## config.mk

```make
export PLATFORM = sky130hd
export DESIGN_NAME = pixel_accum_sequencer_flat
export DESIGN_NICKNAME = d
export VERILOG_FILES = /design/src/rtl/pixel_accum_sequencer_if.sv /design/src/rtl/pixel_accum_sequencer.sv /design/src/flat_wrapper.sv
export SDC_FILE = /design/constraint.sdc
export NUM_CORES = 1
export LEC_CHECK = 0
export ABC_AREA = 1
export BUFFER_PORTS_ARGS = -buffer_cell sky130_fd_sc_hd__buf_2
export CAP_MARGIN = 10
export CORE_MARGIN = 5
export CORE_UTILIZATION = 50
export DETAILED_ROUTE_END_ITERATION = 7
export HOLD_SLACK_MARGIN = 0.08
export PLACE_DENSITY_LB_ADDON = 0.2
export SYNTH_ARGS = -nofsm -noshare
export SYNTH_HDL_FRONTEND = slang
export SYNTH_SLANG_ARGS = --single-unit
```

## constraint.sdc

```tcl
create_clock -name clk -period 2.68 [get_ports clk]
set_clock_uncertainty 0.2 [all_clocks]
set_input_delay 0.134 -clock clk [delete_from_list [all_inputs] [get_ports clk]]
set_output_delay 0.134 -clock clk [all_outputs]
set_load 0.1 [all_outputs]
```

## src/rtl/pixel_accum_sequencer_if.sv

```systemverilog
// Handshake and adder-operand bundle for the box-filter accumulator sequencer.
// The slave view belongs to the sequencer. The master view belongs to whatever
// drives samples, owns the external adder and consumes results.
interface pixel_accum_sequencer_if #(
  parameter int N     = 32,
  parameter int PIX_W = 8
);
  logic             clear;
  logic             in_valid;
  logic             in_ready;
  logic [PIX_W-1:0] in_pixel;
  logic [N-1:0]     adder_a;
  logic [N-1:0]     adder_b;
  logic [N-1:0]     adder_sum;
  logic             adder_carry;
  logic             out_valid;
  logic             out_ready;
  logic [PIX_W-1:0] out_pixel;
  logic             out_sat;
  logic             out_zero;

  modport slave (
    input  clear, in_valid, in_pixel, adder_sum, adder_carry, out_ready,
    output in_ready, adder_a, adder_b, out_valid, out_pixel, out_sat, out_zero
  );

  modport master (
    output clear, in_valid, in_pixel, adder_sum, adder_carry, out_ready,
    input  in_ready, adder_a, adder_b, out_valid, out_pixel, out_sat, out_zero
  );
endinterface

```

## src/rtl/pixel_accum_sequencer.sv

```systemverilog
// Box-filter window accumulator. It feeds the running sum and the incoming
// pixel to an external combinational adder. It saturates the sum when the
// adder reports a carry. After KSIZE accepted samples it holds one averaged,
// clamped pixel until the consumer takes it.
module pixel_accum_sequencer #(
  parameter int N     = 32,
  parameter int PIX_W = 8,
  parameter int KSIZE = 16,
  parameter int SHIFT = 4
) (
  input logic                    clk,
  input logic                    rst_n,
  pixel_accum_sequencer_if.slave bus
);

  localparam int CNT_W = (KSIZE > 1) ? $clog2(KSIZE) : 1;
  localparam logic [CNT_W-1:0] CNT_LAST = CNT_W'(KSIZE - 1);
  localparam logic [N-1:0]     PIX_MAX  = {{(N-PIX_W){1'b0}}, {PIX_W{1'b1}}};

  typedef enum logic {
    ST_ACC = 1'b0,
    ST_OUT = 1'b1
  } state_t;

  state_t           state_q,     state_d;
  logic [N-1:0]     acc_q,       acc_d;
  logic [CNT_W-1:0] count_q,     count_d;
  logic             sat_q,       sat_d;
  logic             out_valid_q, out_valid_d;
  logic [PIX_W-1:0] out_pixel_q, out_pixel_d;
  logic             out_sat_q,   out_sat_d;
  logic             out_zero_q,  out_zero_d;

  logic [N-1:0] nsum;
  logic         accept;
  logic         last_sample;

  // Average the window sum and clamp it into the pixel range.
  function automatic logic [PIX_W-1:0] clamp_avg(input logic [N-1:0] sum);
    logic [N-1:0] shifted;
    shifted = sum >> SHIFT;
    if (shifted > PIX_MAX) begin
      return {PIX_W{1'b1}};
    end
    return shifted[PIX_W-1:0];
  endfunction

  // Saturate the adder result. Once the sum is all-ones, every further
  // non-zero pixel carries, so the sum stays pinned.
  function automatic logic [N-1:0] sat_sum(input logic [N-1:0] sum, input logic carry);
    return carry ? {N{1'b1}} : sum;
  endfunction

  // The adder is purely combinational, so these ports are wired straight
  // through with no pipeline.
  assign bus.adder_a   = acc_q;
  assign bus.adder_b   = {{(N-PIX_W){1'b0}}, bus.in_pixel};
  assign bus.in_ready  = rst_n && (state_q == ST_ACC) && !bus.clear;
  assign bus.out_valid = out_valid_q;
  assign bus.out_pixel = out_pixel_q;
  assign bus.out_sat   = out_sat_q;
  assign bus.out_zero  = out_zero_q;

  assign nsum        = sat_sum(bus.adder_sum, bus.adder_carry);
  assign accept      = bus.in_valid && bus.in_ready;
  assign last_sample = (count_q == CNT_LAST);

  // Next-state logic: clear wins; otherwise accumulate in ACC, or wait for
  // the consumer in OUT.
  always_comb begin
    state_d     = state_q;
    acc_d       = acc_q;
    count_d     = count_q;
    sat_d       = sat_q;
    out_valid_d = out_valid_q;
    out_pixel_d = out_pixel_q;
    out_sat_d   = out_sat_q;
    out_zero_d  = out_zero_q;

    if (bus.clear) begin
      state_d     = ST_ACC;
      acc_d       = '0;
      count_d     = '0;
      sat_d       = 1'b0;
      out_valid_d = 1'b0;
    end else begin
      case (state_q)
        ST_ACC: begin
          if (accept) begin
            if (last_sample) begin
              out_pixel_d = clamp_avg(nsum);
              out_sat_d   = sat_q | bus.adder_carry;
              out_zero_d  = (nsum == '0);
              out_valid_d = 1'b1;
              state_d     = ST_OUT;
              acc_d       = '0;
              count_d     = '0;
              sat_d       = 1'b0;
            end else begin
              acc_d   = nsum;
              sat_d   = sat_q | bus.adder_carry;
              count_d = count_q + CNT_W'(1);
            end
          end
        end
        ST_OUT: begin
          if (bus.out_ready) begin
            out_valid_d = 1'b0;
            state_d     = ST_ACC;
          end
        end
        default: begin
          state_d     = ST_ACC;
          out_valid_d = 1'b0;
        end
      endcase
    end
  end

  // State register. Reset is asynchronous and clears every piece of state,
  // so no partial result survives it.
  always_ff @(posedge clk or negedge rst_n) begin
    if (!rst_n) begin
      state_q     <= ST_ACC;
      acc_q       <= '0;
      count_q     <= '0;
      sat_q       <= 1'b0;
      out_valid_q <= 1'b0;
      out_pixel_q <= '0;
      out_sat_q   <= 1'b0;
      out_zero_q  <= 1'b0;
    end else begin
      state_q     <= state_d;
      acc_q       <= acc_d;
      count_q     <= count_d;
      sat_q       <= sat_d;
      out_valid_q <= out_valid_d;
      out_pixel_q <= out_pixel_d;
      out_sat_q   <= out_sat_d;
      out_zero_q  <= out_zero_d;
    end
  end

endmodule

```

## src/flat_wrapper.sv

```systemverilog
// flat-port wrapper written by rule: the top's interface ports become plain ports
module pixel_accum_sequencer_flat 
#(
  parameter int N     = 32,
  parameter int PIX_W = 8,
  parameter int KSIZE = 16,
  parameter int SHIFT = 4
)
  (clk, rst_n, bus_clear, bus_in_valid, bus_in_pixel, bus_adder_sum, bus_adder_carry, bus_out_ready, bus_in_ready, bus_adder_a, bus_adder_b, bus_out_valid, bus_out_pixel, bus_out_sat, bus_out_zero);
  pixel_accum_sequencer_if #(.N(N), .PIX_W(PIX_W)) bus_i ();
  input logic clk;
  input logic rst_n;
  input wire logic [$bits(bus_i.clear)-1:0] bus_clear;
  input wire logic [$bits(bus_i.in_valid)-1:0] bus_in_valid;
  input wire logic [$bits(bus_i.in_pixel)-1:0] bus_in_pixel;
  input wire logic [$bits(bus_i.adder_sum)-1:0] bus_adder_sum;
  input wire logic [$bits(bus_i.adder_carry)-1:0] bus_adder_carry;
  input wire logic [$bits(bus_i.out_ready)-1:0] bus_out_ready;
  output wire logic [$bits(bus_i.in_ready)-1:0] bus_in_ready;
  output wire logic [$bits(bus_i.adder_a)-1:0] bus_adder_a;
  output wire logic [$bits(bus_i.adder_b)-1:0] bus_adder_b;
  output wire logic [$bits(bus_i.out_valid)-1:0] bus_out_valid;
  output wire logic [$bits(bus_i.out_pixel)-1:0] bus_out_pixel;
  output wire logic [$bits(bus_i.out_sat)-1:0] bus_out_sat;
  output wire logic [$bits(bus_i.out_zero)-1:0] bus_out_zero;
  assign bus_i.clear = bus_clear;
  assign bus_i.in_valid = bus_in_valid;
  assign bus_i.in_pixel = bus_in_pixel;
  assign bus_i.adder_sum = bus_adder_sum;
  assign bus_i.adder_carry = bus_adder_carry;
  assign bus_i.out_ready = bus_out_ready;
  assign bus_in_ready = bus_i.in_ready;
  assign bus_adder_a = bus_i.adder_a;
  assign bus_adder_b = bus_i.adder_b;
  assign bus_out_valid = bus_i.out_valid;
  assign bus_out_pixel = bus_i.out_pixel;
  assign bus_out_sat = bus_i.out_sat;
  assign bus_out_zero = bus_i.out_zero;
  pixel_accum_sequencer #(.N(N), .PIX_W(PIX_W), .KSIZE(KSIZE), .SHIFT(SHIFT)) u_core (.clk(clk), .rst_n(rst_n), .bus(bus_i));
endmodule
```

==> results.tsv <==
metric	value	unit
CTS tree	yes	
Tmin final	2080	ps
total power	1.92	mW
clk_lat worst skew	300	ps
worst slew pin tran	979	ps
# IOs	122	
vias per cell	4.56	
CP max FO	17	
Critical Path Source Type	flop	
WL final	6.17	mm
final net count	448	
Ys Warns	0	
Max-cap violations	0	
grt ovf	0	
power per standard cell area	574	mW/mm²
DR iter-0 viols	91	
Worst EP required	2720	ps
Root Driver	clkbuf_8	
CTS Buf Count	5	
DR DRC count	0	
Hold WC Path Type	in -> reg	
Pre-antenna DRT Iters	4	
FMAX	481	MHz
most common cell after layout, fill and taps aside	buf_2	
P&R area growth vs syn	31.2	%
hpwl dp	4.23	mm
critical path class	reg -> reg	
layout cells sized above 1	31.4	%
CTS Hold Buffers Added	45	
register area share after synthesis	48.2	%
Slew Viols, Final	0	
total number of vias	2149	
Die Area	0.00662	mm²
vias in the first global route	2180	
final setup vio count	0	
post-synthesis average cell area	8.93	µm²
Post-Syn Area	0.00254	mm²
Die X	81.3	µm
outcome	completed	
clock sink total	49	
H-tree Lvls	2	
CP Buf/Inv Count	2	
initial antenna violation count	0	
RSZ-0062 raised after global routing	no	
Slew headroom	34.5	%
core area	0.00501	mm²
register bit total from synthesis	49	
Final Hold Fails	0	
most frequent cells in the layout	buf_2 (81), nor2_1 (71), nand2_1 (57), dfrtp_1 (49), dlygate4sd3_1 (45)	
first-pass GRT wire length	10.1	mm
synth unique cells	29	
Placer Congestion	0.785	
Setup crit end kind	flop	
clock slew at reported path FFs	90	ps
Worst path slowest cell	dlygate4sd3_1	
DRT antenna net count	0	
Top delay family on crit path	buffers and inverters	
largest net degree at the start of global routing	50	
P_leak	1.77	nW
port bufs	81	
worst vdd ir	0.000433	V
total global routing track utilization	20.1	%
critical path's largest stage delay	570	ps
cell row count	26	
antenna cells	0	
final setup TNS	0	ps
critical path, cell by cell	ha_1 > nand3_4 > nor2_8 > inv_1 > o31ai_1 > dlygate4sd3_1	
Die Ht	81.3	µm
clk buf depth	2	
wire per inst	13.1	µm
Critical Path AT	2120	ps
Post-CTS Setup Inserts	0	
post-cts sizing count	0	
Initial Util	50.8	%
Period Utilization, post-route	77.7	%
Synth Instances	285	
## routing by layer
metal	track usage, %	wire [µm]	up-vias
met1	24.4	2480	984
met4	6.59	72	0
met2	34.9	3200	76
li1	-	-	1082
met3	4.77	417	7
met5	0	0	-
## cell type report
cell class / instances / area [µm²]
Fill cell: 435 / 1670
Sequential cell: 49 / 1230
Inverter: 6 / 22.5
Tap cell: 70 / 87.6
Clock buffer: 7 / 86.3
Multi-Input combinational cell: 210 / 1040
Timing Repair Buffer: 129 / 878
## state kept, by name, indices dropped and copies added, names as in the netlist
register              flops
u_core.bus.adder_a       32
u_core.bus.out_pixel      8
u_core.bus.out_sat        1
u_core.bus.out_valid      1
u_core.bus.out_zero       1
u_core.count_q            4
u_core.sat_q              1
u_core.state_q            1
## per-stage QoR
step | util (%) | hold WS [ps] | cell area [µm²] | cells | setup slack, ps
final | 66.6 | 240 | 3340 | 471 | 599
after global placement | 55.9 | 69.2 | 2800 | 419 | 908
after detailed placement | 55.9 | 69.2 | 2800 | 419 | 850
after global routing | 66.6 | 279 | 3340 | 471 | 433
after floorplan | - | -362 | 2630 | 308 | 590
after CTS | 66.6 | 229 | 3340 | 471 | 571
## kinds of logic (layout without fill, tap and decap cells)
group                    after synthesis  count (layout)  share of synthesized area, %
AND/OR/NAND/NOR                      143             143                          24.3
AO/OA/AOI/OAI                         41              41                          12.1
adder cells (fa/ha/maj)                1               1                         0.492
buffers and inverters                 49             142                          14.5
XOR/XNOR                               1               1                         0.344
other                                  1              24                         0.147
flip-flops                            49              49                          48.2
## worst min-delay path: cells and delay by family
kind,cells,cell delay [ps]
AO/OA/AOI/OAI,1,80
buffers and inverters,1,300
AND/OR/NAND/NOR,1,170
## cells in the mapped netlist (all sizes together)
| library cell | instances | area share, % |
|---|---|---|
| dfrtp | 49 | 48 |
| nor3 | 2 | 0.39 |
| nand3 | 7 | 1.9 |
| o31ai | 1 | 0.30 |
| ha | 1 | 0.49 |
| o21a | 1 | 0.30 |
| clkbuf | 3 | 0.84 |
| conb | 1 | 0.15 |
| buf | 40 | 13 |
| a21oi | 4 | 0.93 |
| nand2 | 58 | 8.7 |
| xor2 | 1 | 0.34 |
| or2 | 1 | 0.25 |
| o21ai | 35 | 11 |
| nand3b | 1 | 0.79 |
| nand4 | 1 | 0.84 |
| nor2 | 73 | 12 |
| inv | 6 | 0.88 |
## worst paths after layout
kind	start	end	slack (ps)	cells after the start
setup / recovery	u_core.count_q[0]	u_core.state_q	600	6
hold / removal	bus_adder_carry	u_core.bus.adder_a[13]	240	3
setup reg to reg	u_core.count_q[0]	u_core.state_q	600	6
hold reg to reg	u_core.bus.adder_a[11]	u_core.bus.adder_a[11]	270	2
max in group asynchronous	rst_n	u_core.bus.adder_a[23]	1490	3
min in group asynchronous	rst_n	u_core.bus.out_zero	390	3
## where the power goes
part           total [mW]  internal, mW  switching (mW)  leakage, nW
combinational       0.686         0.118           0.568         1.06
clock               0.435         0.205           0.230       0.0443
sequential          0.796         0.774          0.0218        0.664
total                1.92          1.10           0.820         1.77
No activity file was read; power rests on OpenSTA's default activity.
